**src/rtl/stack_unit.sv**
```systemverilog
// Operand stack: DEPTH x WIDTH register array with a registered read port and full/empty status.
// Optional macro STACK_ERR_STICKY_EN makes ovf/udf sticky and freezes the stack while either is set.
module stack_unit #(
  parameter int WIDTH = 8,
  parameter int DEPTH = 16,
  localparam int SPW = $clog2(DEPTH + 1),
  localparam int IW  = $clog2(DEPTH)
) (
  input  logic             clk,
  input  logic             rst,
  input  logic             push,
  input  logic             pop,
  input  logic             tos,
  input  logic [WIDTH-1:0] din,
  output logic [WIDTH-1:0] dout,
  output logic [SPW-1:0]   count,
  output logic             empty,
  output logic             full,
  output logic             ovf,
  output logic             udf
);

  logic [WIDTH-1:0] mem_q [DEPTH];
  logic [SPW-1:0]   sp_q, sp_d;
  logic [WIDTH-1:0] dout_q, dout_d;
  logic             ovf_q, ovf_d;
  logic             udf_q, udf_d;
  logic             wr_en;
  logic [IW-1:0]    wr_idx;
  logic [IW-1:0]    top_idx;
  logic             is_empty, is_full;
  logic             frozen;

  assign is_empty = (sp_q == '0);
  assign is_full  = (sp_q == SPW'(DEPTH));
  assign top_idx  = IW'(sp_q - SPW'(1));

`ifdef STACK_ERR_STICKY_EN
  assign frozen = ovf_q | udf_q;
`else
  assign frozen = 1'b0;
`endif

  always_comb begin
    sp_d   = sp_q;
    dout_d = dout_q;
    wr_en  = 1'b0;
    wr_idx = IW'(sp_q);
`ifdef STACK_ERR_STICKY_EN
    ovf_d  = ovf_q;
    udf_d  = udf_q;
`else
    ovf_d  = 1'b0;
    udf_d  = 1'b0;
`endif
    if (!frozen) begin
      if (push && pop) begin
        if (is_empty) begin
          // Pop half is rejected, but the push still lands in slot 0.
          wr_en  = 1'b1;
          wr_idx = '0;
          sp_d   = SPW'(1);
          udf_d  = 1'b1;
        end else begin
          dout_d = mem_q[top_idx];
          wr_en  = 1'b1;
          wr_idx = top_idx;
        end
      end else if (push) begin
        if (is_full) begin
          ovf_d = 1'b1;
        end else begin
          wr_en = 1'b1;
          sp_d  = sp_q + SPW'(1);
        end
      end else if (pop || tos) begin
        if (is_empty) begin
          udf_d = 1'b1;
        end else begin
          dout_d = mem_q[top_idx];
          if (pop) sp_d = sp_q - SPW'(1);
        end
      end
    end
  end

  always_ff @(posedge clk or posedge rst) begin
    if (rst) begin
      sp_q   <= '0;
      dout_q <= '0;
      ovf_q  <= 1'b0;
      udf_q  <= 1'b0;
    end else begin
      sp_q   <= sp_d;
      dout_q <= dout_d;
      ovf_q  <= ovf_d;
      udf_q  <= udf_d;
    end
  end

  // Storage is not reset; a command sampled while rst is high is dropped.
  always_ff @(posedge clk) begin
    if (wr_en && !rst) mem_q[wr_idx] <= din;
  end

  assign dout  = dout_q;
  assign count = sp_q;
  assign empty = is_empty;
  assign full  = is_full;
  assign ovf   = ovf_q;
  assign udf   = udf_q;

endmodule
```
**config.mk**
```make
export PLATFORM = sky130hd
export DESIGN_NAME = stack_unit
export DESIGN_NICKNAME = d
export VERILOG_FILES = /design/src/rtl/stack_unit.sv
export SDC_FILE = /design/constraint.sdc
export NUM_CORES = 1
export LEC_CHECK = 0
export CORE_MARGIN = 3
export CORE_UTILIZATION = 50
export DETAILED_ROUTE_END_ITERATION = 8
export PLACE_DENSITY_LB_ADDON = 0.12
export SYNTH_ARGS = -nofsm -noshare
export SYNTH_HDL_FRONTEND = slang
export SYNTH_SLANG_ARGS = --single-unit
```
**constraint.sdc**
```tcl
create_clock -name clk -period 4.55 [get_ports clk]
set_input_delay 0.6825 -clock clk [delete_from_list [all_inputs] [get_ports clk]]
set_output_delay 0.6825 -clock clk [all_outputs]
set_load 0.1 [all_outputs]
```
==> flow_metrics.tcl, run 1 <==
set metrics [dict create \
    rows 39 \
    p_switching_mw 1.821 \
    setup_viol 0 \
    crit_type "register to output port" \
    dr.first_iter.drc_count 332 \
    p_sw_share_pct 38.59 \
    yosys_warnings 0 \
    clk_path_buf_depth 2 \
    post_drt_wl_per_cell_um 25.11 \
    wl_um 12560 \
    syn_area_um2 6048 \
    postSynthCellCount 315 \
    period_needed_ns 3.281 \
    p_comb_share_pct 40.1 \
    dieHeight_um 116.0 \
    syn_nets 330 \
    clk_pin_slew_ns 0.05 \
    dieArea_um2 13450 \
    io_pins 30 \
    tritoncts "yes" \
    fin_skew_ns 0.01312 \
    startpoint_type "register" \
    numCtsBuffers 17 \
    io_buffers 29 \
    cp-end-kind "output port" \
    grt_pass1_wl_um 18600 \
    synth_top_area_cell "edfxtp_1" \
    cp.arrival_ns 2.60 \
    hold_violations 0 \
    final-max-slew-violation-count 0 \
    grt_overflow 0 \
    yosysSeqAreaShare_pct 69.76 \
    grt_usage_pct 19.91 \
    dr.pass1.iters 5 \
    required_ns 3.87 \
    coreArea_um2 11610 \
    syn_to_final_growth_pct 14.27 \
    fillers 857 \
    min_path_cells 2 \
    slew_headroom_pct 26.17 \
    rr_worst_depth 6 \
    antenna_found_initial 0 \
    worst_pin_slew_ns 1.107 \
    clock-root-buffer "clkbuf_16" \
    final_cells 500 \
    synthTopCellsByCount "edfxtp_1 (128), mux4_1 (28), mux2i_1 (18), nor2_1 (18), dfrtp_1 (15)" \
    crit_chain "buf_4, clkdlybuf4s50_1" \
    ys_types 51 \
    synth-async-reset-ratio_pct 10.49 \
    status "finished clean" \
    initial_core_util_pct 52.08 \
    p_clk_share_pct 25.0 \
    vias_per_cell 6.208 \
    vias 3104 \
    globalplace.congestion 0.8324 \
    synthFlopType "edfxtp_1" \
    power.density_nw_per_um2 682.9 \
    synth-edff-count 128 \
    numPlacedInstances 471 \
    antenna_left 0 \
    fp.dieW_um 116.0 \
    multiInputGateArea_um2 1679 \
    fin_util_pct 59.51 \
    finalSetupTns_ns 0 \
    grt_max_degree 47 \
    seqCellArea_um2 4220 \
    rsz0062_at_grt "false" \
    cp_slowest_cell "clkdlybuf4s50_1" \
    htreeDepth 4 \
    clkSinkCount 143 \
    total_power_mw 4.720 \
    max-vdd-ir-drop_mv 0.3517 \
    drc 0 \
    crit_fanout 46 \
    drv_cap 0 \
    p_seq_share_pct 34.9 \
    dp_hpwl_um 8343 \
    ys_seq_elements 143 \
    slowest_delay_ns 1.26 \
    grt_pass1_vias 2963 \
    drive_gt1_share_pct 15.13 \
    cts_setup_buffers 0 \
    hp-class "register to register" \
    synth_area_per_cell_um2 19.20 \
    synth_area_leaders "edfxtp_1 (64%), mux4_1 (12%), dfrtp_1 (6.2%)" \
    yosysMostFrequentCell "edfxtp_1" \
    intPower_mw 2.899 \
    post_cts_resized 0 \
    fin_nets 362 \
    fin_hold_ws_ns 0.5120 \
    clk-insertion-delay-late_ns 0.42 \
    fmax_mhz 304.8 \
    ctsHoldBuffers 0 \
    diodes 0 \
    yosys.area.top_type_share_pct 63.55 \
    fin_crit_sh_pct 72.12 \
    leakage_nw 2.385 \
]
==> power by group through the flow <==
stage	clock network, mW	logic [mW]	registers [mW]
floorplan	0	1.08	2.04
global placement	0	1.90	1.67
detailed placement	0	1.91	1.67
CTS	1.21	1.91	1.65
global route	1.27	2.00	1.66
finish	1.18	1.89	1.65
==> final cells by class <==
type	count	area share (%)
sequential	143	61.06
clock inverter	10	1.014
tap	143	2.589
inverter	8	0.4345
timing repair buffer	31	4.345
multi-input combinational	146	24.29
clock buffer	19	6.264
==> per-stage QoR <==
step                      area (µm²)  worst slack [ns]
after floorplan                 6048            0.7428
after global placement          6409             1.244
after detailed placement        6409             1.148
after CTS                       6912             1.243
after global routing            6912             1.157
final                           6912             1.269
==> worst max-delay path, delay by kind of cell, from the launching register on <==
kind,cells,cell delay [ns]
flops,1,0.36
buf+inv,2,1.81
==> placed cells by master (no fill, tap or decap), types with 3 or more instances in the layout <==
cell | synthesis | final
a31oi_1 | 7 | 7
inv_1 | 7 | 7
mux4_1 | 28 | 28
dfrtp_1 | 15 | 14
a21oi_1 | 3 | 3
nor2_1 | 18 | 18
mux2i_1 | 18 | 18
edfxtp_1 | 128 | 128
mux4_2 | 4 | 4
nand2_1 | 14 | 14
buf_4 | 1 | 4
clkbuf_16 | 0 | 17
clkdlybuf4s50_1 | 0 | 27
clkinvlp_4 | 0 | 4
o221ai_2 | 8 | 8
and3_1 | 3 | 3
==> cells by family (layout without fill, tap and decap cells) <==
| family | count (synthesis) | after routing | share of synthesized area [%] |
|---|---|---|---|
| flip-flops | 143 | 143 | 69.76 |
| AO/OA/AOI/OAI | 33 | 33 | 4.924 |
| AND/OR/NAND/NOR | 56 | 56 | 4.862 |
| XOR/XNOR | 3 | 3 | 0.5587 |
| multiplexers | 52 | 52 | 17.00 |
| buffers and inverters | 26 | 68 | 2.482 |
| adder cells (fa/ha/maj) | 2 | 2 | 0.4137 |
==> worst paths after layout <==
check | slack [ns] | endpoint | startpoint
setup / recovery | 1.27 | count[0] | count[0]
hold / removal | 0.51 | dout[1] | dout[1]
setup reg to reg | 1.40 | mem_q[3][1] | count[1]
hold reg to reg | 0.51 | dout[1] | dout[1]
max in group asynchronous | 3.43 | count[0] | rst
min in group asynchronous | 0.69 | count[4] | rst
==> flip-flops by register name, indices dropped and copies added, names as in the netlist <==
signal  flops
dout        8
udf         1
mem_q     128
count       5
ovf         1
==> routing by layer <==
metal | track usage [%] | part of all wire, % | vias to the layer above
met3 | 5.483 | 5.9 | 16
met4 | 7.966 | 2.5 | 0
li1 | - | - | 1368
met2 | 27.66 | 45 | 134
met5 | 0 | 0 | -
met1 | 30.04 | 47 | 1586
(Power assumes the default switching activity.)
==> run 2, diff against run 1 <==
Clock period 4.55 ns to 2.95 ns, I/O delays scaled along.
==> flow_metrics.tcl, run 2 (synthesis results as in run 1) <==
set metrics [dict create \
    max-vdd-ir-drop_mv 0.7299 \
    maxUsedRoutingLayer "met4" \
    grt_overflow 0 \
    cp.arrival_ns 2.74 \
    diodes 0 \
    numCtsBuffers 17 \
    status "finished clean" \
    wl_met1_um 5442 \
    drv_cap 0 \
    hold_violations 0 \
    required_ns 3.06 \
    dieHeight_um 116.0 \
    io_pins 30 \
    clk_pin_slew_ns 0.06 \
    drive_gt1_share_pct 27.85 \
    grt_pass1_vias 3096 \
    dp_hpwl_um 8179 \
    slew_headroom_pct 45.41 \
    ctsHoldBuffers 0 \
    clock-root-buffer "clkbuf_16" \
    numPlacedInstances 488 \
    final_cells 520 \
    clk-insertion-delay-late_ns 0.42 \
    post_drt_wl_per_cell_um 24.25 \
    cp-end-kind "register" \
    vias_per_cell 5.987 \
    fp.dieW_um 116.0 \
    power.density_nw_per_um2 1074 \
    hp-class "register to register" \
    initial_core_util_pct 52.08 \
    dr.first_iter.drc_count 223 \
    regMostFlops "mem_q" \
    coreArea_um2 11610 \
    globalplace.congestion 0.8100 \
    final-max-slew-violation-count 0 \
    crit_type "register to register" \
    fin_crit_sh_pct 89.11 \
    clk_path_buf_depth 2 \
    vias 3113 \
    setup_viol 0 \
    tritoncts "yes" \
    fin_nets 379 \
    startpoint_type "register" \
    largest_reg_flops 128 \
    rsz0062_at_grt "false" \
    rows 39 \
    fin_skew_ns 0.01105 \
    fin_hold_ws_ns 0.4998 \
    clkSinkCount 143 \
    grt_max_degree 27 \
    htreeDepth 4 \
    wl_um 12610 \
    grt_usage_pct 20.60 \
    wl_met2_um 6228 \
    antenna_found_initial 0 \
    p_sw_share_pct 36.83 \
    cts_setup_buffers 0 \
    r2r_start "count[0]" \
    period_needed_ns 2.629 \
    drc 0 \
    wl_met3_um 745 \
    p_seq_share_pct 32.4 \
    p_comb_share_pct 39.5 \
    worst_pin_slew_ns 0.8150 \
    dr.pass1.iters 5 \
    syn_to_final_growth_pct 19.61 \
    io_buffers 29 \
    post_cts_resized 0 \
    dieArea_um2 13450 \
    leakage_nw 2.544 \
    final_common_cell "edfxtp_1" \
    fmax_mhz 380.4 \
    p_switching_mw 2.862 \
    intPower_mw 4.908 \
    grt_pass1_wl_um 19240 \
    p_clk_share_pct 28.1 \
    antenna_left 0 \
    crit_fanout 8 \
    hp-start "dout[1]" \
    final_cell_mix "edfxtp_1 (128), buf_4 (34), mux4_1 (28)" \
    critPathLaunch "count[0]" \
]
-- run 2: cell types whose count changed in the layout (fill, tap and decap cells not counted), moves of 2 or more --
cell             before  now
buf_4                 4   34
clkbuf_1              2    4
nor2_2                0    8
nor2_1               18    4
buf_12                0    2
nor2_4                0    6
bufinv_16             0    4
clkdlybuf4s50_1      27   12
-- run 2: metal layers --
layer | track usage, % | vias to the layer above
met5 | 0 | -
met4 | 7.347 | 0
met3 | 5.065 | 10
met2 | 32.41 | 97
met1 | 28.39 | 1602
li1 | - | 1404
-- run 2: worst max-delay path, cell delays in order (launching register included) --
cell and delay, ns:
dfrtp_4 0.50, inv_4 0.09, ha_4 0.16, or4b_4 0.54, inv_12 0.11, nor4b_1 0.05, a31oi_1 0.63, nor2_2 0.24
-- run 2: power by group through the flow --
stage	sequential, mW	combinational (mW)	clock (mW)
after floorplan	3.15	1.77	0
after global placement	2.55	3.07	0
after detailed placement	2.55	3.09	0
after CTS	2.51	3.11	2.22
after global routing	2.53	3.24	2.30
final	2.52	3.07	2.18
-- run 2: cell type report --
type                    instances  area [µm²]
clock buffers                  21       440.4
clock inverters                11       166.4
fillers                       842        4379
inverters                       8       45.04
multi-input cells             146        1764
flip-flops and latches        143        4224
well taps                     143       178.9
repair buffers                 48       415.4
-- run 2: final timing paths --
path | endpoint | slack [ns] | depth (start not counted)
hold / removal | dout[1] | 0.50 | 2
min in group asynchronous | ovf | 0.51 | 2
setup reg to reg | mem_q[13][3] | 0.32 | 7
max in group asynchronous | count[0] | 1.92 | 2
setup / recovery | mem_q[13][3] | 0.32 | 7
hold reg to reg | dout[1] | 0.50 | 2
-- run 2: per-stage QoR --
stage | cell area (µm²) | setup WS (ns) | power [mW] | TNS (ns) | util, %
global route | 7234 | 0.1962 | 8.068 | 0 | 62.29
detailed placement | 6628 | 0.2373 | 5.647 | 0 | 57.07
CTS | 7234 | 0.3208 | 7.840 | 0 | 62.29
global placement | 6628 | 0.2862 | 5.616 | 0 | 57.07
finish | 7234 | 0.3212 | 7.770 | 0 | 62.29
floorplan | 6171 | -0.1762 | 4.922 | -11.43 | -
